## config.mk

```make
export PLATFORM = sky130hd
export DESIGN_NAME = tft_timing_gen
export DESIGN_NICKNAME = d
export VERILOG_FILES = /design/src/rtl/tft_timing_gen.sv
export SDC_FILE = /design/constraint.sdc
export NUM_CORES = 1
export LEC_CHECK = 0
export BUFFER_PORTS_ARGS = -buffer_cell sky130_fd_sc_hd__buf_2
export CAP_MARGIN = 20
export CORE_MARGIN = 4
export CORE_UTILIZATION = 59
export CTS_CLUSTER_SIZE = 10
export DETAILED_ROUTE_END_ITERATION = 8
export GPL_ROUTABILITY_DRIVEN = 0
export MAX_ROUTING_LAYER = met4
export PLACE_DENSITY = 0.8
export SLEW_MARGIN = 10
export SYNTH_ARGS = -nofsm -noshare
export SYNTH_HDL_FRONTEND = slang
export SYNTH_SLANG_ARGS = --single-unit
```

## constraint.sdc

```tcl
create_clock -name tft_clk -period 2.1 [get_ports tft_clk]
set_input_delay 0.315 -clock tft_clk [delete_from_list [all_inputs] [get_ports tft_clk]]
set_output_delay 0.315 -clock tft_clk [all_outputs]
set_load 0.01 [all_outputs]
```

## src/rtl/tft_timing_gen.sv

```systemverilog
// Raster timing generator for the TFT pixel-clock domain: syncs, data enable and line-buffer read controls.
// Optional sticky frame interrupt is built when TFT_VSYNC_IRQ_EN is defined.
module tft_timing_gen #(
  parameter int H_SYNC   = 96,
  parameter int H_BP     = 48,
  parameter int H_ACTIVE = 640,
  parameter int H_FP     = 16,
  parameter int V_SYNC   = 2,
  parameter int V_BP     = 33,
  parameter int V_ACTIVE = 480,
  parameter int V_FP     = 10
) (
  input  logic tft_clk,
  input  logic tft_rst_n,
  input  logic tft_on_reg,
`ifdef TFT_VSYNC_IRQ_EN
  input  logic vsync_irq_ack,
  output logic vsync_irq,
`endif
  output logic HSYNC,
  output logic VSYNC,
  output logic DE,
  output logic BRAM_TFT_rd,
  output logic BRAM_TFT_oe,
  output logic get_line_start,
  output logic frame_start
);

  localparam int H_TOTAL = H_SYNC + H_BP + H_ACTIVE + H_FP;
  localparam int V_TOTAL = V_SYNC + V_BP + V_ACTIVE + V_FP;
  localparam int HA0     = H_SYNC + H_BP;
  localparam int VA0     = V_SYNC + V_BP;
  localparam int HW      = $clog2(H_TOTAL);
  localparam int VW      = $clog2(V_TOTAL);

  localparam logic [HW-1:0] H_MAX      = HW'(H_TOTAL - 1);
  localparam logic [HW-1:0] H_SYNC_END = HW'(H_SYNC);
  localparam logic [HW-1:0] H_DE_FIRST = HW'(HA0);
  localparam logic [HW-1:0] H_DE_LAST  = HW'(HA0 + H_ACTIVE - 1);
  localparam logic [HW-1:0] H_OE_FIRST = HW'(HA0 - 1);
  localparam logic [HW-1:0] H_OE_LAST  = HW'(HA0 + H_ACTIVE - 2);
  localparam logic [HW-1:0] H_RD_FIRST = HW'(HA0 - 2);
  localparam logic [HW-1:0] H_RD_LAST  = HW'(HA0 + H_ACTIVE - 3);
  localparam logic [HW-1:0] H_FP_FIRST = HW'(HA0 + H_ACTIVE);
  localparam logic [VW-1:0] V_MAX      = VW'(V_TOTAL - 1);
  localparam logic [VW-1:0] V_SYNC_END = VW'(V_SYNC);
  localparam logic [VW-1:0] V_DE_FIRST = VW'(VA0);
  localparam logic [VW-1:0] V_DE_LAST  = VW'(VA0 + V_ACTIVE - 1);

  // The read strobe leads DE by two cycles, so it must not reach back into the previous line.
  if (HA0 < 2) begin : g_ha0_check
    $error("tft_timing_gen: H_SYNC + H_BP must be at least 2");
  end

  logic [HW-1:0] h_cnt_q, h_cnt_d;
  logic [VW-1:0] v_cnt_q, v_cnt_d;
  logic [VW-1:0] v_next;
  logic          v_active, v_next_active;
  logic          hsync_q, hsync_d;
  logic          vsync_q, vsync_d;
  logic          de_q, de_d;
  logic          rd_q, rd_d;
  logic          oe_q, oe_d;
  logic          line_start_q, line_start_d;
  logic          frame_start_q, frame_start_d;
`ifdef TFT_VSYNC_IRQ_EN
  logic          irq_q, irq_d;
`endif

  always_comb begin
    v_next        = (v_cnt_q == V_MAX) ? '0 : v_cnt_q + VW'(1);
    v_active      = (v_cnt_q >= V_DE_FIRST) && (v_cnt_q <= V_DE_LAST);
    v_next_active = (v_next >= V_DE_FIRST) && (v_next <= V_DE_LAST);

    h_cnt_d       = (h_cnt_q == H_MAX) ? '0 : h_cnt_q + HW'(1);
    v_cnt_d       = (h_cnt_q == H_MAX) ? v_next : v_cnt_q;
    hsync_d       = (h_cnt_q >= H_SYNC_END);
    vsync_d       = (v_cnt_q >= V_SYNC_END);
    de_d          = v_active && (h_cnt_q >= H_DE_FIRST) && (h_cnt_q <= H_DE_LAST);
    oe_d          = v_active && (h_cnt_q >= H_OE_FIRST) && (h_cnt_q <= H_OE_LAST);
    rd_d          = v_active && (h_cnt_q >= H_RD_FIRST) && (h_cnt_q <= H_RD_LAST);
    line_start_d  = v_next_active && (h_cnt_q == H_FP_FIRST);
    frame_start_d = (h_cnt_q == '0) && (v_cnt_q == '0);
`ifdef TFT_VSYNC_IRQ_EN
    irq_d = irq_q;
    if (frame_start_d)      irq_d = 1'b1;
    else if (vsync_irq_ack) irq_d = 1'b0;
`endif

    // Display disabled looks exactly like reset so re-enable starts a clean frame.
    if (!tft_on_reg) begin
      h_cnt_d       = '0;
      v_cnt_d       = '0;
      hsync_d       = 1'b1;
      vsync_d       = 1'b1;
      de_d          = 1'b0;
      oe_d          = 1'b0;
      rd_d          = 1'b0;
      line_start_d  = 1'b0;
      frame_start_d = 1'b0;
`ifdef TFT_VSYNC_IRQ_EN
      irq_d         = 1'b0;
`endif
    end
  end

  always_ff @(posedge tft_clk) begin
    if (!tft_rst_n) begin
      h_cnt_q       <= '0;
      v_cnt_q       <= '0;
      hsync_q       <= 1'b1;
      vsync_q       <= 1'b1;
      de_q          <= 1'b0;
      oe_q          <= 1'b0;
      rd_q          <= 1'b0;
      line_start_q  <= 1'b0;
      frame_start_q <= 1'b0;
`ifdef TFT_VSYNC_IRQ_EN
      irq_q         <= 1'b0;
`endif
    end else begin
      h_cnt_q       <= h_cnt_d;
      v_cnt_q       <= v_cnt_d;
      hsync_q       <= hsync_d;
      vsync_q       <= vsync_d;
      de_q          <= de_d;
      oe_q          <= oe_d;
      rd_q          <= rd_d;
      line_start_q  <= line_start_d;
      frame_start_q <= frame_start_d;
`ifdef TFT_VSYNC_IRQ_EN
      irq_q         <= irq_d;
`endif
    end
  end

  assign HSYNC          = hsync_q;
  assign VSYNC          = vsync_q;
  assign DE             = de_q;
  assign BRAM_TFT_rd    = rd_q;
  assign BRAM_TFT_oe    = oe_q;
  assign get_line_start = line_start_q;
  assign frame_start    = frame_start_q;
`ifdef TFT_VSYNC_IRQ_EN
  assign vsync_irq      = irq_q;
`endif

endmodule

```

==> results of run 1 <==
-- final cells by class --
type                       count  area, µm²
clock buffer                   3      22.52
clock inverter                 1      5.005
fill                         216      829.5
inverter                       7      26.28
multi-input combinational    137      908.4
sequential                    27      543.0
tap                           30      37.54
timing repair buffer          14      82.58
-- repair_timing --
action / CTS / global route
gates resized for setup: 0 / 4
endpoints found under the setup margin: 0 / 4
endpoints found under the hold margin: 0 / 0
-- registers in the layout, indices dropped and copies added, names as in the netlist --
register,cells
VSYNC,1
BRAM_TFT_rd,1
BRAM_TFT_oe,1
v_cnt_q,10
DE,1
frame_start,1
h_cnt_q,10
get_line_start,1
HSYNC,1
-- worst reg2reg max path, stage by stage, from the launching register on --
cell	delay, ps
dfxtp_1	400
ha_1	210
and4_4	280
nand4_4	140
or3_4	440
or3_1	350
o21ai_1	70
-- where the power goes --
| group | internal [mW] | switching [mW] | total, mW | leakage [nW] |
|---|---|---|---|---|
| logic | 0.0124 | 0.0193 | 0.0317 | 0.354 |
| registers | 0.518 | 0.00268 | 0.520 | 0.219 |
| clock network | 0.0714 | 0.153 | 0.224 | 0.0177 |
| total | 0.601 | 0.175 | 0.776 | 0.591 |
-- metal layers --
metal	up-vias	part of all wire, %	GRT usage [%]
li1	669	-	-
met1	629	43	22.63
met2	26	51	38.76
met3	9	3.3	3.070
met4	0	2.1	11.92
met5	-	0	-
-- final timing paths --
| path | from | endpoint | slack (ps) |
|---|---|---|---|
| max reg2reg | h_cnt_q[1]$_SDFF_PP0_ | v_cnt_q[4]$_SDFFE_PN0P_ | 160 |
| max | h_cnt_q[1]$_SDFF_PP0_ | v_cnt_q[4]$_SDFFE_PN0P_ | 160 |
| min | tft_on_reg | h_cnt_q[2]$_SDFF_PP0_ | 380 |
| min reg2reg | h_cnt_q[0]$_SDFF_PP0_ | h_cnt_q[0]$_SDFF_PP0_ | 450 |
-- kinds of logic after synthesis --
logic type                 count (synthesis)  share of synthesized area [%]
AOI/OAI and AO/OA                         34                          14.56
xor gates and xnor gates                   8                          4.658
adders and majority gates                  9                          7.488
buffers and inverters                     15                          4.077
DFF                                       27                          35.94
muxes                                      1                         0.6656
and+or+nand+nor                           85                          32.61
-- through the flow --
stage          power [mW]  hold slack [ps]  util [%]
2_1_floorplan      0.5485            440.6         -
3_3_place_gp       0.5618            454.3     64.73
3_5_place_dp       0.5627            464.7     64.73
4_1_cts            0.7824            366.1     65.85
5_1_grt            0.8193            343.6     66.21
6_report           0.7764            378.3     66.21
-- cell usage after synthesis (2+ instances only) --
cell      count
nor2b_1       2
nand3_1       7
nand2_1      13
nand4_1       6
nor3_1        6
a21oi_1       6
a211oi_1      4
o21ai_0      10
or2_2         2
xnor2_1       4
or3_1         9
clkbuf_1      4
nor2_1       19
and4_1        2
and3_1        2
dfxtp_1      27
ha_1          9
nand3b_1      2
inv_1         7
nor3_2        3
buf_2         4
and2_1        3
a22o_1        3
a31oi_1       2
o31ai_1       2
xor2_1        4
==> reports/results.tsv, run 1 <==
metric	value	unit
drtIter0Drc	33	
overflow	0	
fin_cells	219	
leakage	0.5913	nW
cp-start-kind	register	
rsz0062_at_grt	false	
worst_slack	159.8	ps
syn_area	1504	µm²
yosysTopAreaCell	dfxtp_1	
initial_core_util	61.26	%
worst_pin_slew	502.3	ps
cts.sinks	27	
hpwl	2.466	mm
cp.arrival	2220	ps
synth_top_area_share	35.94	%
ios	10	
post_cts_buffers	0	
critPathSlowestCell	or3_4	
die_area	3421	µm²
drc	0	
finalClockSkew	21.49	ps
rows	18	
diodes	0	
synth.distinct_cells	43	
viasPerCell	6.087	
dpl_cell_area	1589	µm²
cp_cell_sequence	ha_1 -> and4_4 -> nand4_4 -> or3_4 -> or3_1 -> o21ai_1	
rr_worst_depth	6	
setup_viol	0	
synth_nets	191	
grt_pass1_vias	1356	
cts_htree_levels	1	
cpLargestDelayFamily	simple AND/OR/NAND/NOR gates	
cts-root-buf	clkbuf_4	
drt-total-wl	3.148	mm
cp_num_cells	6	
drive_above_1_share	15.87	%
seq_area_frac_synth	35.94	%
ys_async_sr_fraction	0	%
cp_slowest_stage_delay	440	ps
crit_required	2380	ps
synth.ff_latch_count	27	
portBuffers	9	
final_area	1625	µm²
period_share	92.39	%
yosys_warnings	0	
ys.flop_type	dfxtp_1	
insertion_delay	330	ps
clock_path_buffers	2	
routedWlPerCell	14.37	µm
via_count	1333	
yosys-top-cells-area	dfxtp_1, ha_1, nor2_1	
layout_common_cells	dfxtp_1, nor2_1, nand2_1	
syn_inst	179	
period_minus_slack	1940	ps
firstDrtPassIters	5	
final_nets	202	
antenna_found_initial	0	
hold_class	in2reg	
worst-setup-path-type	reg2reg	
die_w	58.49	µm
track_usage	21.67	%
synth_edf_count	0	
cts_tree	built	
ir_drop	366.2	µV
cp-end-kind	register	
post-place-ws	90.21	ps
grt_max_degree	16	
clk_pin_slew	160	ps
fmax	0.5154	GHz
cellPowerDensity	477.7	nW/µm²
grt_pass1_wl	5.575	mm
finalHoldViolCount	0	
core	2455	µm²
status	finished clean	
drv_cap	0	
ctsHoldBuffers	0	
antenna_left	0	
synth.avg_cell_area	8.402	µm²
finalMaxSlewViolations	0	
cts-buffers-inserted	3	
cp_max_fo	7	
setup_tns	0	ps
place_inst	215	
maxSlewHeadroom	66.51	%
final_common_cell	dfxtp_1	
critPathBufInv	0	
area_growth	8.070	%
min_path_cells	3	
die_h	58.49	µm
No activity file was read; power rests on OpenSTA's default activity.
==> run 2, diff against run 1 <==
--- a/config.mk
+++ b/config.mk
@@ -9,11 +9,12 @@
 export CAP_MARGIN = 20
 export CORE_MARGIN = 4
 export CORE_UTILIZATION = 59
+export CTS_CLUSTER_DIAMETER = 100
 export CTS_CLUSTER_SIZE = 10
 export DETAILED_ROUTE_END_ITERATION = 8
 export GPL_ROUTABILITY_DRIVEN = 0
 export MAX_ROUTING_LAYER = met4
-export PLACE_DENSITY = 0.8
+export PLACE_DENSITY_LB_ADDON = 0.25
 export SLEW_MARGIN = 10
 export SYNTH_ARGS = -nofsm -noshare
 export SYNTH_HDL_FRONTEND = slang
==> run 2 against run 1 <==
Compared with the run above: clock skew decreased by 18 ps; critical path depth unchanged; global-route usage decreased by 0.11 points; total power decreased by 0.14%; core utilization increased by 0.25 points; hold slack improved by 15 ps; maximum frequency decreased by 0.78%; combinational power increased by 2%; sequential power about the same; non-clock buffer count increased by 1; final cell count increased by 0.46%; setup slack got worse by 15 ps; largest power group unchanged.
==> reports/results.tsv, run 2 (synthesis gave the netlist of run 1 again) <==
metric	value	unit	change
cp-endpoint	v_cnt_q[4]$_SDFFE_PN0P_		unchanged
final_common_cell	dfxtp_1		unchanged
post_cts_buffers	0		unchanged
drtIter0Drc	46		was 33
cp_slowest_stage_delay	440	ps	about the same
overflow	0		unchanged
setup_viol	0		unchanged
cts.sinks	27		unchanged
reg2reg_from	h_cnt_q[0]$_SDFF_PP0_		was h_cnt_q[1]$_SDFF_PP0_
status	finished clean		unchanged
r2r_slack	140	ps	was 160 ps
worst-setup-path-type	reg2reg		unchanged
cp-end-kind	register		unchanged
maxSlewHeadroom	64.30	%	was 66.51%
finalMaxSlewViolations	0		unchanged
grt_pass1_wl	5.430	mm	was 5.575 mm
final_nets	203		was 202
diodes	0		unchanged
cp_max_fo	7		unchanged
die_w	58.49	µm	unchanged
cpLargestDelayFamily	simple AND/OR/NAND/NOR gates		unchanged
core	2455	µm²	unchanged
viasPerCell	6.123		was 6.087
critPathSlowestCell	or3_4		unchanged
rows	18		unchanged
finalHoldViolCount	0		unchanged
period_share	93.12	%	was 92.39%
die_area	3421	µm²	unchanged
insertion_delay	320	ps	was 330 ps
cts_tree	built		unchanged
r2r_end	v_cnt_q[4]$_SDFFE_PN0P_		unchanged
crit_required	2370	ps	was 2380 ps
drt-total-wl	3.230	mm	was 3.148 mm
leakage	0.5960	nW	was 0.5913 nW
drc	0		unchanged
cp-start-kind	register		unchanged
ios	10		unchanged
track_usage	21.55	%	was 21.67%
cellPowerDensity	475.2	nW/µm²	was 477.7 nW/µm²
ir_drop	356.9	µV	was 366.2 µV
grt_max_degree	16		unchanged
startpoint	h_cnt_q[0]$_SDFF_PP0_		was h_cnt_q[1]$_SDFF_PP0_
antenna_left	0		unchanged
portBuffers	9		unchanged
ctsHoldBuffers	0		unchanged
die_h	58.49	µm	unchanged
worst_pin_slew	535.5	ps	was 502.3 ps
fillers	206		was 216
setup_tns	0	ps	unchanged
clk_pin_slew	140	ps	was 160 ps
regArea	543.0	µm²	unchanged
via_count	1347		was 1,333
firstDrtPassIters	4		was 5
antenna_found_initial	0		unchanged
hpwl	2.486	mm	was 2.466 mm
finalClockSkew	3.712	ps	was 21.49 ps
place_inst	216		was 215
drive_above_1_share	16.32	%	was 15.87%
cts_htree_levels	1		unchanged
cts-buffers-inserted	3		unchanged
cp_cell_sequence	ha_1 -> and4_2 -> nand4_4 -> or3_4 -> or3_1 -> o21ai_1		was ha_1 -> and4_4 -> nand4_4 -> or3_4 -> or3_1 -> o21ai_1
multiInputGateArea	907.1	µm²	was 908.4 µm²
cp.arrival	2220	ps	about the same
rr_worst_depth	6		unchanged
routedWlPerCell	14.68	µm	was 14.37 µm
area_growth	8.486	%	was 8.070%
drv_cap	0		unchanged
critPathBufInv	0		unchanged
grt_pass1_vias	1258		was 1,356
initial_core_util	61.26	%	unchanged
clock_path_buffers	2		unchanged
reg.largest.list	h_cnt_q x10, v_cnt_q x10		unchanged
layout_common_cells	dfxtp_1, nor2_1, nand2_1		unchanged
cp_num_cells	6		unchanged
hold_class	in2reg		unchanged
period_minus_slack	1955	ps	was 1940 ps
cts-root-buf	clkbuf_4		unchanged
fin_cells	220		was 219
rsz0062_at_grt	false		unchanged
fmax	0.5114	GHz	was 0.5154 GHz
==> run 2: changes by cell type in the layout (fill, tap and decap cells not counted), sizes merged <==
cell  before  now
buf       14   15
==> run 2: worst register-to-register path, stage by stage, from the launching register on <==
cell and delay, ps:
dfxtp_2 390, ha_1 200, and4_2 300, nand4_4 150, or3_4 440, or3_1 350, o21ai_1 80
==> run 2: per-stage QoR <==
step	area (µm²)	util (%)	hold slack, ps	total power [mW]	setup slack [ps]
after floorplan	1504	-	440.6	0.5485	191.9
after global placement	1597	65.04	455.1	0.5619	138.2
after detailed placement	1597	65.04	472.4	0.5633	72.69
after CTS	1624	66.16	377.2	0.7845	17.48
after global routing	1632	66.46	400.0	0.8131	29.64
final	1632	66.46	393.5	0.7753	144.6
==> run 2: power breakdown <==
part / switching (mW) / internal (mW)
registers: 0.00268 / 0.518
logic: 0.0200 / 0.0125
clock network: 0.151 / 0.0714
==> run 2: how the worst min path moves through the flow <==
stage,start,cells after the start,end,slack [ps]
after floorplan,h_cnt_q[0]$_SDFF_PP0_,1,h_cnt_q[0]$_SDFF_PP0_,440
final,tft_on_reg,3,h_cnt_q[2]$_SDFF_PP0_,390
after global placement,h_cnt_q[0]$_SDFF_PP0_,1,h_cnt_q[0]$_SDFF_PP0_,460
after detailed placement,h_cnt_q[0]$_SDFF_PP0_,1,h_cnt_q[0]$_SDFF_PP0_,470
after CTS,tft_on_reg,3,h_cnt_q[2]$_SDFF_PP0_,380
after global routing,tft_on_reg,3,h_cnt_q[2]$_SDFF_PP0_,400
==> run 2: final cells by class <==
type / count / share of cell area, %
inverters: 7 / 1.610
flip-flops and latches: 27 / 33.28
clock inverters: 1 / 0.3067
multi-input cells: 137 / 55.60
repair buffers: 15 / 5.521
well taps: 30 / 2.301
clock buffers: 3 / 1.380
==> run 2: metal layers <==
layer | up-vias | part of all wire, % | track usage (%) | wire (µm)
met4 | 0 | 3.7 | 11.59 | 121
met1 | 619 | 41 | 22.43 | 1333
met5 | - | 0 | - | 0
li1 | 668 | - | - | -
met3 | 15 | 4.6 | 2.851 | 147
met2 | 45 | 50 | 38.92 | 1628
==> run 2: repair_timing <==
| item | 4_1_cts | 5_1_grt |
|---|---|---|
| resized for setup | 0 | 3 |
| endpoints found under the setup margin | 0 | 2 |
| hold endpoints to repair | 0 | 0 |
